**src/rtl/up_pkg.sv**
```systemverilog
// Shared definitions for the up_seq_core accumulator CPU: opcode map,
// fetch/execute state encoding and instruction-length decode.
package up_pkg;

    localparam logic [3:0] OP_NOP   = 4'h0;
    localparam logic [3:0] OP_LIT   = 4'h1;
    localparam logic [3:0] OP_IN    = 4'h2;
    localparam logic [3:0] OP_OUT   = 4'h3;
    localparam logic [3:0] OP_ADDI  = 4'h4;
    localparam logic [3:0] OP_SUBI  = 4'h5;
    localparam logic [3:0] OP_NANDI = 4'h6;
    localparam logic [3:0] OP_CMPI  = 4'h7;
    localparam logic [3:0] OP_LD    = 4'h8;
    localparam logic [3:0] OP_ST    = 4'h9;
    localparam logic [3:0] OP_ADDM  = 4'hA;
    localparam logic [3:0] OP_JMP   = 4'hB;
    localparam logic [3:0] OP_JC    = 4'hC;
    localparam logic [3:0] OP_JZ    = 4'hD;
    localparam logic [3:0] OP_CALL  = 4'hE;
    localparam logic [3:0] OP_SYS   = 4'hF;

    typedef enum logic [2:0] {
        S_FETCH   = 3'd0,
        S_FETCH2  = 3'd1,
        S_EXEC    = 3'd2,
        S_MEMWAIT = 3'd3,
        S_HALT    = 3'd4
    } state_t;

    // Memory-addressed and control-transfer opcodes carry a second address word.
    function automatic logic is_two_word(input logic [3:0] op);
        return (op >= OP_LD) && (op <= OP_CALL);
    endfunction

endpackage

```
**src/rtl/up_call_stack.sv**
```systemverilog
// Return-address LIFO for CALL/RET. Push and pop are ignored when full/empty;
// the core decides what an overflow or underflow means.
module up_call_stack #(
    parameter int DEPTH = 4,
    parameter int AW    = 12
) (
    input  logic          clock,
    input  logic          reset,
    input  logic          i_push,
    input  logic          i_pop,
    input  logic [AW-1:0] i_data,
    output logic [AW-1:0] o_top,
    output logic          o_full,
    output logic          o_empty
);

    localparam int CW = $clog2(DEPTH + 1);
    localparam int IW = (DEPTH > 1) ? $clog2(DEPTH) : 1;

    logic [AW-1:0] r_mem [0:DEPTH-1];
    logic [CW-1:0] r_count;
    logic [IW-1:0] w_top_idx;
    logic [IW-1:0] w_wr_idx;

    assign o_full    = (r_count == CW'(DEPTH));
    assign o_empty   = (r_count == '0);
    assign w_top_idx = IW'(r_count - CW'(1));
    assign w_wr_idx  = IW'(r_count);

    always_comb begin
        o_top = '0;
        if (!o_empty)
            o_top = r_mem[w_top_idx];
    end

    always_ff @(posedge clock) begin
        if (!reset) begin
            r_count <= '0;
            for (int i = 0; i < DEPTH; i++)
                r_mem[i] <= '0;
        end else if (i_push && !o_full) begin
            r_mem[w_wr_idx] <= i_data;
            r_count         <= r_count + CW'(1);
        end else if (i_pop && !o_empty) begin
            r_count <= r_count - CW'(1);
        end
    end

endmodule

```
**src/rtl/up_seq_core.sv**
```systemverilog
// Accumulator CPU core: handshaked instruction fetch (1 or 2 words), single-cycle
// execute, one-cycle data-RAM read wait, hardware call stack and HALT/fault stop.
module up_seq_core
    import up_pkg::*;
#(
    parameter int DW          = 4,
    parameter int AW          = 12,
    parameter int STACK_DEPTH = 4
) (
    input  logic          clock,
    input  logic          reset,
    input  logic          enable,
    output logic          pm_req,
    output logic [AW-1:0] pm_addr,
    input  logic          pm_ack,
    input  logic [DW+3:0] pm_rdata,
    output logic [AW-1:0] dm_addr,
    output logic          dm_we,
    output logic          dm_re,
    output logic [DW-1:0] dm_wdata,
    input  logic [DW-1:0] dm_rdata,
    input  logic [DW-1:0] in_port,
    output logic [DW-1:0] out_port,
    output logic          out_valid,
    output logic [AW-1:0] pc,
    output logic [3:0]    instr,
    output logic [DW-1:0] oprnd,
    output logic [DW-1:0] accu,
    output logic          c_flag,
    output logic          z_flag,
    output logic          phase,
    output logic          halted,
    output logic          fault
);

    state_t          r_state;
    logic [AW-1:0]   r_pc;
    logic [AW-1:0]   r_ea;
    logic [3:0]      r_instr;
    logic [DW-1:0]   r_oprnd;
    logic [DW-1:0]   r_accu;
    logic            r_c;
    logic            r_z;
    logic [DW-1:0]   r_out;
    logic            r_out_valid;
    logic            r_fault;

    logic [DW:0]     w_add_imm;
    logic [DW:0]     w_sub_imm;
    logic [DW:0]     w_add_mem;
    logic [DW-1:0]   w_nand;
    logic [2*DW+3:0] w_ea_full;
    logic            w_is_ret;
    logic            w_push;
    logic            w_pop;
    logic [AW-1:0]   w_ret_addr;
    logic            w_stk_full;
    logic            w_stk_empty;

    // Bit DW of each extended result is the carry (ADD) or borrow (SUB).
    assign w_add_imm = {1'b0, r_accu} + {1'b0, r_oprnd};
    assign w_sub_imm = {1'b0, r_accu} - {1'b0, r_oprnd};
    assign w_add_mem = {1'b0, r_accu} + {1'b0, dm_rdata};
    assign w_nand    = ~(r_accu & r_oprnd);
    assign w_ea_full = {r_oprnd, pm_rdata};
    assign w_is_ret  = (r_instr == OP_SYS) && (r_oprnd == '0);

    assign w_push = (r_state == S_EXEC) && (r_instr == OP_CALL) && !w_stk_full;
    assign w_pop  = (r_state == S_EXEC) && w_is_ret && !w_stk_empty;

    up_call_stack #(
        .DEPTH (STACK_DEPTH),
        .AW    (AW)
    ) u_stack (
        .clock   (clock),
        .reset   (reset),
        .i_push  (w_push),
        .i_pop   (w_pop),
        .i_data  (r_pc),
        .o_top   (w_ret_addr),
        .o_full  (w_stk_full),
        .o_empty (w_stk_empty)
    );

    // Strobes are forced low while reset is held so no request escapes that cycle.
    assign pm_req = reset && (((r_state == S_FETCH) && enable) || (r_state == S_FETCH2));
    assign dm_re  = reset && (r_state == S_EXEC) && ((r_instr == OP_LD) || (r_instr == OP_ADDM));
    assign dm_we  = reset && (r_state == S_EXEC) && (r_instr == OP_ST);

    assign pm_addr   = r_pc;
    assign pc        = r_pc;
    assign dm_addr   = r_ea;
    assign dm_wdata  = r_accu;
    assign out_port  = r_out;
    assign out_valid = r_out_valid;
    assign instr     = r_instr;
    assign oprnd     = r_oprnd;
    assign accu      = r_accu;
    assign c_flag    = r_c;
    assign z_flag    = r_z;
    assign phase     = (r_state == S_EXEC) || (r_state == S_MEMWAIT);
    assign halted    = (r_state == S_HALT);
    assign fault     = r_fault;

    always_ff @(posedge clock) begin
        if (!reset) begin
            r_state     <= S_FETCH;
            r_pc        <= '0;
            r_ea        <= '0;
            r_instr     <= '0;
            r_oprnd     <= '0;
            r_accu      <= '0;
            r_c         <= 1'b0;
            r_z         <= 1'b0;
            r_out       <= '0;
            r_out_valid <= 1'b0;
            r_fault     <= 1'b0;
        end else begin
            r_out_valid <= 1'b0;
            case (r_state)
                S_FETCH: begin
                    if (enable && pm_ack) begin
                        r_instr <= pm_rdata[DW+3:DW];
                        r_oprnd <= pm_rdata[DW-1:0];
                        r_pc    <= r_pc + AW'(1);
                        r_state <= is_two_word(pm_rdata[DW+3:DW]) ? S_FETCH2 : S_EXEC;
                    end
                end
                S_FETCH2: begin
                    if (pm_ack) begin
                        r_ea    <= w_ea_full[AW-1:0];
                        r_pc    <= r_pc + AW'(1);
                        r_state <= S_EXEC;
                    end
                end
                S_EXEC: begin
                    r_state <= S_FETCH;
                    case (r_instr)
                        OP_LIT: r_accu <= r_oprnd;
                        OP_IN:  r_accu <= in_port;
                        OP_OUT: begin
                            r_out       <= r_accu;
                            r_out_valid <= 1'b1;
                        end
                        OP_ADDI: begin
                            r_accu <= w_add_imm[DW-1:0];
                            r_c    <= w_add_imm[DW];
                            r_z    <= (w_add_imm[DW-1:0] == '0);
                        end
                        OP_SUBI: begin
                            r_accu <= w_sub_imm[DW-1:0];
                            r_c    <= w_sub_imm[DW];
                            r_z    <= (w_sub_imm[DW-1:0] == '0);
                        end
                        OP_NANDI: begin
                            r_accu <= w_nand;
                            r_c    <= 1'b0;
                            r_z    <= (w_nand == '0);
                        end
                        OP_CMPI: begin
                            r_c <= w_sub_imm[DW];
                            r_z <= (w_sub_imm[DW-1:0] == '0);
                        end
                        OP_LD, OP_ADDM: r_state <= S_MEMWAIT;
                        OP_JMP: r_pc <= r_ea;
                        OP_JC:  if (r_c) r_pc <= r_ea;
                        OP_JZ:  if (r_z) r_pc <= r_ea;
                        OP_CALL: begin
                            if (w_stk_full) begin
                                r_fault <= 1'b1;
                                r_state <= S_HALT;
                            end else begin
                                r_pc <= r_ea;
                            end
                        end
                        OP_SYS: begin
                            if (!w_is_ret) begin
                                r_state <= S_HALT;
                            end else if (w_stk_empty) begin
                                r_fault <= 1'b1;
                                r_state <= S_HALT;
                            end else begin
                                r_pc <= w_ret_addr;
                            end
                        end
                        default: ;
                    endcase
                end
                S_MEMWAIT: begin
                    r_state <= S_FETCH;
                    if (r_instr == OP_ADDM) begin
                        r_accu <= w_add_mem[DW-1:0];
                        r_c    <= w_add_mem[DW];
                        r_z    <= (w_add_mem[DW-1:0] == '0);
                    end else begin
                        r_accu <= dm_rdata;
                    end
                end
                S_HALT:  r_state <= S_HALT;
                default: r_state <= S_FETCH;
            endcase
        end
    end

endmodule

```
**config.mk**
```make
export PLATFORM = sky130hd
export DESIGN_NAME = up_seq_core
export DESIGN_NICKNAME = d
export VERILOG_FILES = /design/src/rtl/up_pkg.sv /design/src/rtl/up_call_stack.sv /design/src/rtl/up_seq_core.sv
export SDC_FILE = /design/constraint.sdc
export NUM_CORES = 1
export LEC_CHECK = 0
export ABC_CLOCK_PERIOD_IN_PS = 4100
export CELL_PAD_IN_SITES_DETAIL_PLACEMENT = 1
export CELL_PAD_IN_SITES_GLOBAL_PLACEMENT = 1
export CORE_MARGIN = 2
export CORE_UTILIZATION = 40
export DETAILED_ROUTE_END_ITERATION = 12
export PLACE_DENSITY = 0.76
export SLEW_MARGIN = 20
export SYNTH_ARGS = -nofsm -noshare
export SYNTH_HDL_FRONTEND = slang
export SYNTH_SLANG_ARGS = --single-unit
```
**constraint.sdc**
```tcl
create_clock -name clock -period 4.1 [get_ports clock]
set_input_delay 1.23 -clock clock [delete_from_list [all_inputs] [get_ports clock]]
set_output_delay 1.23 -clock clock [all_outputs]
set_load 0.03 [all_outputs]
```
==> flow_summary.yaml <==
floorplan:
  fp.coreArea_um2: 13830
  ioPinCount: 85
  start_util_pct: 40.88
  chipHeight_um: 122.9
  die_w_um: 122.9
  die_area_um2: 15100
  num_rows: 43
status:
  status: "complete, no violations"
logic_synthesis:
  async_flop_share_pct: 0
  synth_edf_count: 48
  yosysTopAreaCell: "edfxtp_1"
  yosys.cell_count.top_type: "nand2_1"
  synth_flop_cell: "dfxtp_1"
  syn_nets: 629
  avgSynthCellArea_um2: 9.581
  yosysWarnings: 0
  seq_area_frac_synth_pct: 43.20
  yosysUniqueCellTypes: 69
  ys_ff_latch: 98
  synthCells: 590
  ys_top_cells_by_count: "nand2_1 (73), dfxtp_1 (50), and2_1 (49)"
  yosys.area.top_type_share_pct: 25.50
  synth_area_um2: 5653
  ys_top_cells_by_area: "edfxtp_1 (25%), dfxtp_1 (18%), and2_1 (5.4%), nand2_1 (4.8%), mux4_2 (4.8%)"
cts:
  clockBufferDepth: 2
  clkSlewWorstSetupHoldPaths_ps: 70
  clk_root_buffer_cell: "clkbuf_16"
  numCtsBuffers: 9
  holdBufCountCts: 0
  ctsResizeCount: 0
  cts_sinks: 98
  cts_tree: "yes"
  clock_latency_ps: 350
  h-tree-depth: 3
  postCtsSetupBuffers: 0
worst_setup_path:
  r2r_slack_ps: 1150
  worstPathArrival_ps: 2440
  worstPathMaxFanout: 11
  worstSetupPathType: "in2out"
  r2r_start: "instr[1]"
  reg2regPathDepth: 5
  critPathLaunchType: "input pin"
  crit_required_ps: 2870
  setup.worst_path.end_class: "output port"
  cp-startpoint: "reset"
route:
  first_iter_violations: 317
  viasPerCell: 5.712
  finalWirelength_um: 17230
  wl_per_cell_um: 20.73
  ant_nets: 0
  drt-pass1-iter-count: 5
  vias: 4747
  drc: 0
timing:
  rsz0062_at_grt: "no"
  hold_violations: 0
  setup_viol: 0
  hold-worst-slack_ps: 464.9
  worstMarginPinSlew_ps: 993.5
  slew_viol_final: 0
  slew_headroom_pct: 32.83
  finalCritPeriodShare_pct: 89.50
  layout_min_cycle_time_ps: 3670
  fin_tns_setup_ps: 0
  fmax_mhz: 272.5
  clock_skew_ps: 7.613
grt:
  antenna_found_initial: 0
  grt_pass1_wl_um: 27310
  grt_start_max_net_pins: 37
  grt_pass1_vias: 4825
  grt_overflow: 0
  grt_usage_pct: 23.97
power_and_ir_drop:
  comb_power_share_pct: 11.5
  power.share.clock_pct: 39.8
  p_per_area_nw_per_um2: 325.5
  seqPwrFrac_pct: 48.7
  ir_drop_uv: 229.4
  power_switching_mw: 0.5940
  internal_power_mw: 1.634
  p_total_mw: 2.228
  power.leakage_nw: 2.399
  switching_share_pct: 26.66
place:
  place.gp.congestion: 0.8647
  numPortBuffers: 84
  placedInstanceArea_um2: 6540
  dpl.cell_count: 815
  hpwl_um: 12690
finish:
  num-nets-final: 685
  drive_gt1_share_pct: 8.909
  antenna_cells: 0
  area_growth_pct: 21.05
  multi_input_area_um2: 2882
  design_area_um2: 6843
  fill_cells: 1533
  regArea_um2: 2442
  fin_cells: 831
min_path:
  holdPathStages: 2
  hp-class: "reg2reg"
  worstHoldStart: "out_port[1]"
flow_run:
  max_cap_violations: 0
[worst max-delay path: stages]
cell and delay [ps]:
clkdlybuf4s50_1 600, buf_4 240, and3_1 190, buf_4 170
[flip-flops by register name, indices dropped and copies added, names as in the netlist]
signal	flops
u_stack.r_mem	48
dm_addr	12
pc	12
accu	4
instr	4
oprnd	4
out_port	4
r_state	3
u_stack.r_count	3
c_flag	1
fault	1
out_valid	1
z_flag	1
[worst paths after layout]
check | to
worst max-delay path | pm_req
worst min-delay path | out_port[1]
worst max register to register | u_stack.r_mem[1][1]
worst min register to register | out_port[1]
[power groups by stage]
| stage | clock network [mW] | registers [mW] | logic, mW |
|---|---|---|---|
| 2_1_floorplan | 0 | 1.10 | 0.153 |
| 3_3_place_gp | 0 | 1.10 | 0.250 |
| 3_5_place_dp | 0 | 1.11 | 0.254 |
| 4_1_cts | 0.892 | 1.09 | 0.256 |
| 5_1_grt | 0.931 | 1.09 | 0.276 |
| 6_report | 0.887 | 1.08 | 0.256 |
[layout make-up]
type | instances | share of cell area, %
clock buffer | 10 | 3.346
clock inverter | 6 | 1.079
inverter | 16 | 0.8777
multi-input combinational | 424 | 42.11
sequential | 98 | 35.69
tap | 180 | 3.291
timing repair buffer | 97 | 13.60
[cell families (layout without fill, tap and decap cells)]
kind of cell    after synthesis  in the layout  share of synthesized area [%]
mux                          28             28                          7.614
fa+ha+maj                    19             19                          4.604
flops                        98             98                          43.20
buf+inv                      68            129                          5.821
simple gates                248            248                          22.93
compound gates              119            119                          14.28
xor+xnor                     10             10                          1.549
[cells in the final DEF (no fill, tap or decap), types with 3 or more instances in the layout]
cell and n:
dfxtp_1 50, ha_1 16, nand3_1 23, o31ai_1 3
nand4_1 6, clkbuf_16 9, o2111ai_1 3, a21o_1 3
mux4_2 12, clkdlybuf4s50_1 81, o21bai_1 3, nor2_1 40
a22oi_1 6, nor2b_1 6, o22ai_1 6, buf_4 16
and2_1 49, a21oi_1 42, and3_1 5, nor4b_1 3
nor3_1 12, a2bb2oi_1 3, nand2b_1 9, o221ai_1 3
o21a_1 4, o21ai_0 20, mux2i_1 16, fa_1 3
nand2_1 73, nor4_1 5, xnor2_1 8, inv_1 15
edfxtp_1 48
[metrics by stage]
step	util [%]	setup slack (ps)
global placement	47.30	401.3
floorplan	-	256.9
finish	49.49	430.3
detailed placement	47.30	417.4
global route	49.49	366.2
CTS	49.49	405.2
[routing by layer]
metal / global-route usage [%] / vias up / part of all wire (%)
met3: 3.346 / 18 / 4.0
met2: 37.98 / 113 / 47
met4: 6.250 / 0 / 1.5
met1: 34.37 / 2392 / 47
met5: 0 / - / 0
li1: - / 2224 / -
Power figures use the tool's default switching activity.
==> patch 1, RTL diff (same settings) <==
`DW`: 4 -> 5.
--- a/src/rtl/up_seq_core.sv
+++ b/src/rtl/up_seq_core.sv
@@ -3,7 +3,7 @@
 module up_seq_core
     import up_pkg::*;
 #(
-    parameter int DW          = 4,
+    parameter int DW          = 5,
     parameter int AW          = 12,
     parameter int STACK_DEPTH = 4
 ) (
Ports: changed (7 resized); port bits go from 85 to 92. No check against the original RTL was run, so the function may have changed too.
==> patch 1 against the original RTL <==
  * Sequential share of layout area down 0.36 points
  * Area after synthesis up 2.8%
  * Highest routed layer unchanged
  * Final area up 3.5%
  * Via count up 7.5%
  * Non-clock buffer count up 8
  * Critical path type unchanged
  * Final cell count up 5.1%
  * Die area up 2.7%
  * Routed wire length up 8.7%
  * Total power up 4.4%
  * Critical endpoint is now dm_we
  * Setup slack worse by 0.13 ns
  * Synthesized cell count up 5.6%
  * Sequential cell count up 3
  * Register-to-register slack worse by 0.57 ns
  * Global-route usage up 0.073 points
==> patch 1: results (changes against the original RTL) <==
status -> finished clean
critical path arrival -> 2.57 ns (+0.13 ns)
compound-cell area share of the yosys netlist -> 14.5% (+0.26 points)
Post-Syn Instances -> 623 (+5.6%)
met3 wire len -> 1.08 mm (+58%)
Finished Core Util -> 49.3% (-0.20 points)
vias in the first global route -> 5160 (+6.9%)
syn_nets -> 668 (+6.2%)
global-route wire length before repair -> 29.4 mm (+7.8%)
M1 GR Usage -> 34.2% (-0.20 points)
final cell count without fillers -> 873 (+5.1%)
Worst slew margin -> 36.9% (+4.1 points)
GP Congestion -> 0.904 (+4.5%)
register area share after synthesis -> 43.1% (-0.13 points)
pre-CTS setup slack -> 0.318 ns (-0.0993 ns)
R2R setup slack -> 0.58 ns (-0.57 ns)
Via Count -> 5105 (+7.5%)
Adder-Cell Fraction of Synth Area -> 5.13% (+0.52 points)
RR Startpoint -> u_stack.r_count[1]$_SDFFE_PN0P_
# fillers -> 1655 (+8.0%)
mux cell area share after synthesis -> 7.65% (+0.032 points)
Max Clock Skew -> 0.0103 ns (+0.00265 ns)
DP Area -> 6790 sq um (+3.8%)
Hold Worst Slack -> 0.467 ns (+0.00215 ns)
Critical Path End -> dm_we
placed cells -> 857 (+5.2%)
Post-DP HPWL -> 13.3 mm (+4.7%)
DR WL/cell -> 21.5 um (+3.5%)
ranking of synthesized cells by area -> edfxtp_1 25%, dfxtp_1 18%, a21oi_1 5.1%
RR Endpoint -> u_stack.r_mem[1][9]$_SDFFCE_PN0P_
post-synthesis cell type count -> 60 (-13%)
Nets -> 729 (+6.4%)
layout cells sized above 1 -> 8.71% (-0.20 points)
crit share post-route -> 92.7% (+3.2 points)
met3 Usage GRT -> 4.08% (+0.74 points)
worst IR drop on VDD -> 0.000223 V (-2.8%)
M1 wire length -> 8.67 mm (+6.0%)
worst hold path startpoint -> out_port[0]$_SDFFE_PN0P_
Leak -> 2.42 nW (+1.1%)
largest net degree at the start of global routing -> 45 (+22%)
cells on worst reg2reg path -> 8 (+3)
switch share -> 29.3% (+2.7 points)
synth cell count leaders -> 76 x nand2_1, 59 x a21oi_1, 53 x dfxtp_1
[patch 1: worst max-delay path, cell delays in order]
cell	delay, ns
clkdlybuf4s50_1	0.53
nand2_1	0.10
nor4_1	0.51
buf_12	0.19
[patch 1: cell families after synthesis]
logic type,count (synthesis)
AO/OA/AOI/OAI,132
XOR/XNOR,12
adder cells (fa/ha/maj),22
buffers and inverters,72
flip-flops,101
multiplexers,29
AND/OR/NAND/NOR,255
[patch 1: power groups by stage]
stage          combinational [mW]  clock [mW]  sequential [mW]
2_1_floorplan               0.200           0             1.15
3_5_place_dp                0.333           0             1.15
5_1_grt                     0.361       0.906             1.13
4_1_cts                     0.335       0.873             1.12
3_3_place_gp                0.324           0             1.15
6_report                    0.336       0.864             1.12
[patch 1: final cells by class]
class / count / area share (%)
well taps: 184 / 3.25
repair buffers: 105 / 14.4
inverters: 17 / 0.901
clock buffers: 9 / 3.18
flip-flops and latches: 101 / 35.3
multi-input cells: 450 / 42.0
clock inverters: 7 / 0.936
==> patch 2, RTL diff (config.mk and constraints unchanged) <==
Made on the original files. The 5 states of `state_t` get a one-hot encoding in 5 bits.
--- a/src/rtl/up_pkg.sv
+++ b/src/rtl/up_pkg.sv
@@ -19,12 +19,12 @@
     localparam logic [3:0] OP_CALL  = 4'hE;
     localparam logic [3:0] OP_SYS   = 4'hF;
 
-    typedef enum logic [2:0] {
-        S_FETCH   = 3'd0,
-        S_FETCH2  = 3'd1,
-        S_EXEC    = 3'd2,
-        S_MEMWAIT = 3'd3,
-        S_HALT    = 3'd4
+    typedef enum logic [4:0] {
+        S_FETCH   = 5'b00001,
+        S_FETCH2  = 5'b00010,
+        S_EXEC    = 5'b00100,
+        S_MEMWAIT = 5'b01000,
+        S_HALT    = 5'b10000
     } state_t;
 
     // Memory-addressed and control-transfer opcodes carry a second address word.
Behaviour: same outputs for any inputs over 4 cycles, from zero or initial values and one cycle with reset low; so few cycles prove little.
==> patch 2 against the original RTL <==
  * Total power is 5.7% lower
  * Critical path depth is 1 higher
  * Area after synthesis is 2.1% higher
  * Largest power group unchanged
  * Synthesized cell count is 2.2% lower
  * Final area is 1.3% higher
  * Setup slack better by 0.013 ns
  * Highest routed layer unchanged
  * Routed wire length is 2.3% higher
  * Sequential cell count is 2 higher
  * Clock power is 7.3% lower
  * Die area is 2.0% higher
  * Critical endpoint unchanged
==> patch 2: results (changes against the original RTL) <==
cells on worst reg2reg path -> 6 (+1)
worst hold path startpoint -> out_port[1]$_SDFFE_PN0P_
worst IR drop on VDD -> 0.000225 V (-2.1%)
largest net degree at the start of global routing -> 28 (-24%)
met3 wire len -> 1.01 mm (+47%)
post-synthesis cell type count -> 68 (-1.4%)
CP Max Fanout -> 4 (-7)
Nets -> 678 (-1.0%)
R2R setup slack -> 1.13 ns (-0.02 ns)
WHS Path Cells -> 2 (unchanged)
DRT Pass-1 Iters -> 4 (-1)
syn_nets -> 616 (-2.1%)
Via Count -> 4704 (-0.91%)
synth cell count leaders -> 52 x dfxtp_1, 50 x nand2_1, 48 x and2_1, 48 x edfxtp_1, 41 x nor2_1
wire length on met2 -> 8.64 mm (+6.5%)
Leak -> 2.49 nW (+4.0%)
pre-CTS setup slack -> 0.460 ns (+0.0425 ns)
Post-DP HPWL -> 13.0 mm (+2.4%)
initial drt markers -> 262 (-17%)
global-route wire length before repair -> 27.8 mm (+1.8%)
Psw -> 0.539 mW (-9.3%)
status -> finished clean
Longest Clk Path Bufs -> 2 (unchanged)
Hold Worst Slack -> 0.466 ns (+0.000828 ns)
layout cells sized above 1 -> 9.78% (+0.87 points)
vias in the first global route -> 5102 (+5.7%)
Worst slew margin -> 48.3% (+15 points)
RR Startpoint -> instr[3]$_SDFFE_PN0P_
# fillers -> 1586 (+3.5%)
M1 wire length -> 7.37 mm (-9.9%)
Tot GR Track Use -> 24.2% (+0.25 points)
Max Clock Skew -> 0.00838 ns (+0.000772 ns)
GP Congestion -> 0.920 (+6.4%)
RR Endpoint -> u_stack.r_mem[1][2]$_SDFFCE_PN0P_
Total Wirelength -> 17.6 mm (+2.3%)
patch 2: critical path: stages:
cell	delay [ns]
clkdlybuf4s50_1	0.53
nand3b_1	0.13
a21oi_1	0.22
and2_1	0.16
buf_4	0.15
patch 2: worst max-delay path by stage:
stage | end | cells past startpoint | slack, ns
finish | pm_req | 5 | 0.44
global route | pm_req | 5 | 0.38
CTS | pm_req | 5 | 0.45
detailed placement | pm_req | 5 | 0.46
global placement | pm_req | 5 | 0.52
floorplan | dm_we | 4 | 0.20
patch 2: cell families (layout without fill, tap and decap cells):
| kind of cell | Yosys count | count (layout) | synth area share (%) |
|---|---|---|---|
| flops | 100 | 100 | 43.0 |
| xor+xnor | 8 | 8 | 1.21 |
| buf+inv | 70 | 137 | 6.48 |
| mux | 36 | 36 | 8.87 |
| compound gates | 110 | 110 | 13.6 |
| fa+ha+maj | 19 | 19 | 4.51 |
| simple gates | 234 | 234 | 22.3 |
patch 2: cell type report:
class	instances	area (sq um)	share of cell area, %
clock inverter	7	56.3	0.812
timing repair buffer	99	946	13.6
multi-input combinational	407	2910	42.0
inverter	22	82.6	1.19
tap	180	225	3.25
clock buffer	9	225	3.25
sequential	100	2480	35.8
patch 2: per-layer routing:
layer | global-route usage [%] | up-vias
met5 | 0 | -
met4 | 11.9 | 0
met3 | 3.62 | 37
met2 | 42.0 | 159
met1 | 29.3 | 2305
li1 | - | 2203
patch 2: power by group through the flow:
stage	clock [mW]	combinational [mW]	sequential, mW
global placement	0	0.188	1.11
finish	0.822	0.192	1.09
global route	0.874	0.207	1.09
floorplan	0	0.110	1.11
CTS	0.844	0.192	1.09
detailed placement	0	0.191	1.11
patch 2: through the flow:
stage,instances,instance area [sq um],utilization (%)
finish,824,6930,49.5
global route,824,6930,49.5
CTS,824,6930,49.5
detailed placement,808,6650,47.5
global placement,808,6650,47.5
floorplan,577,5770,-
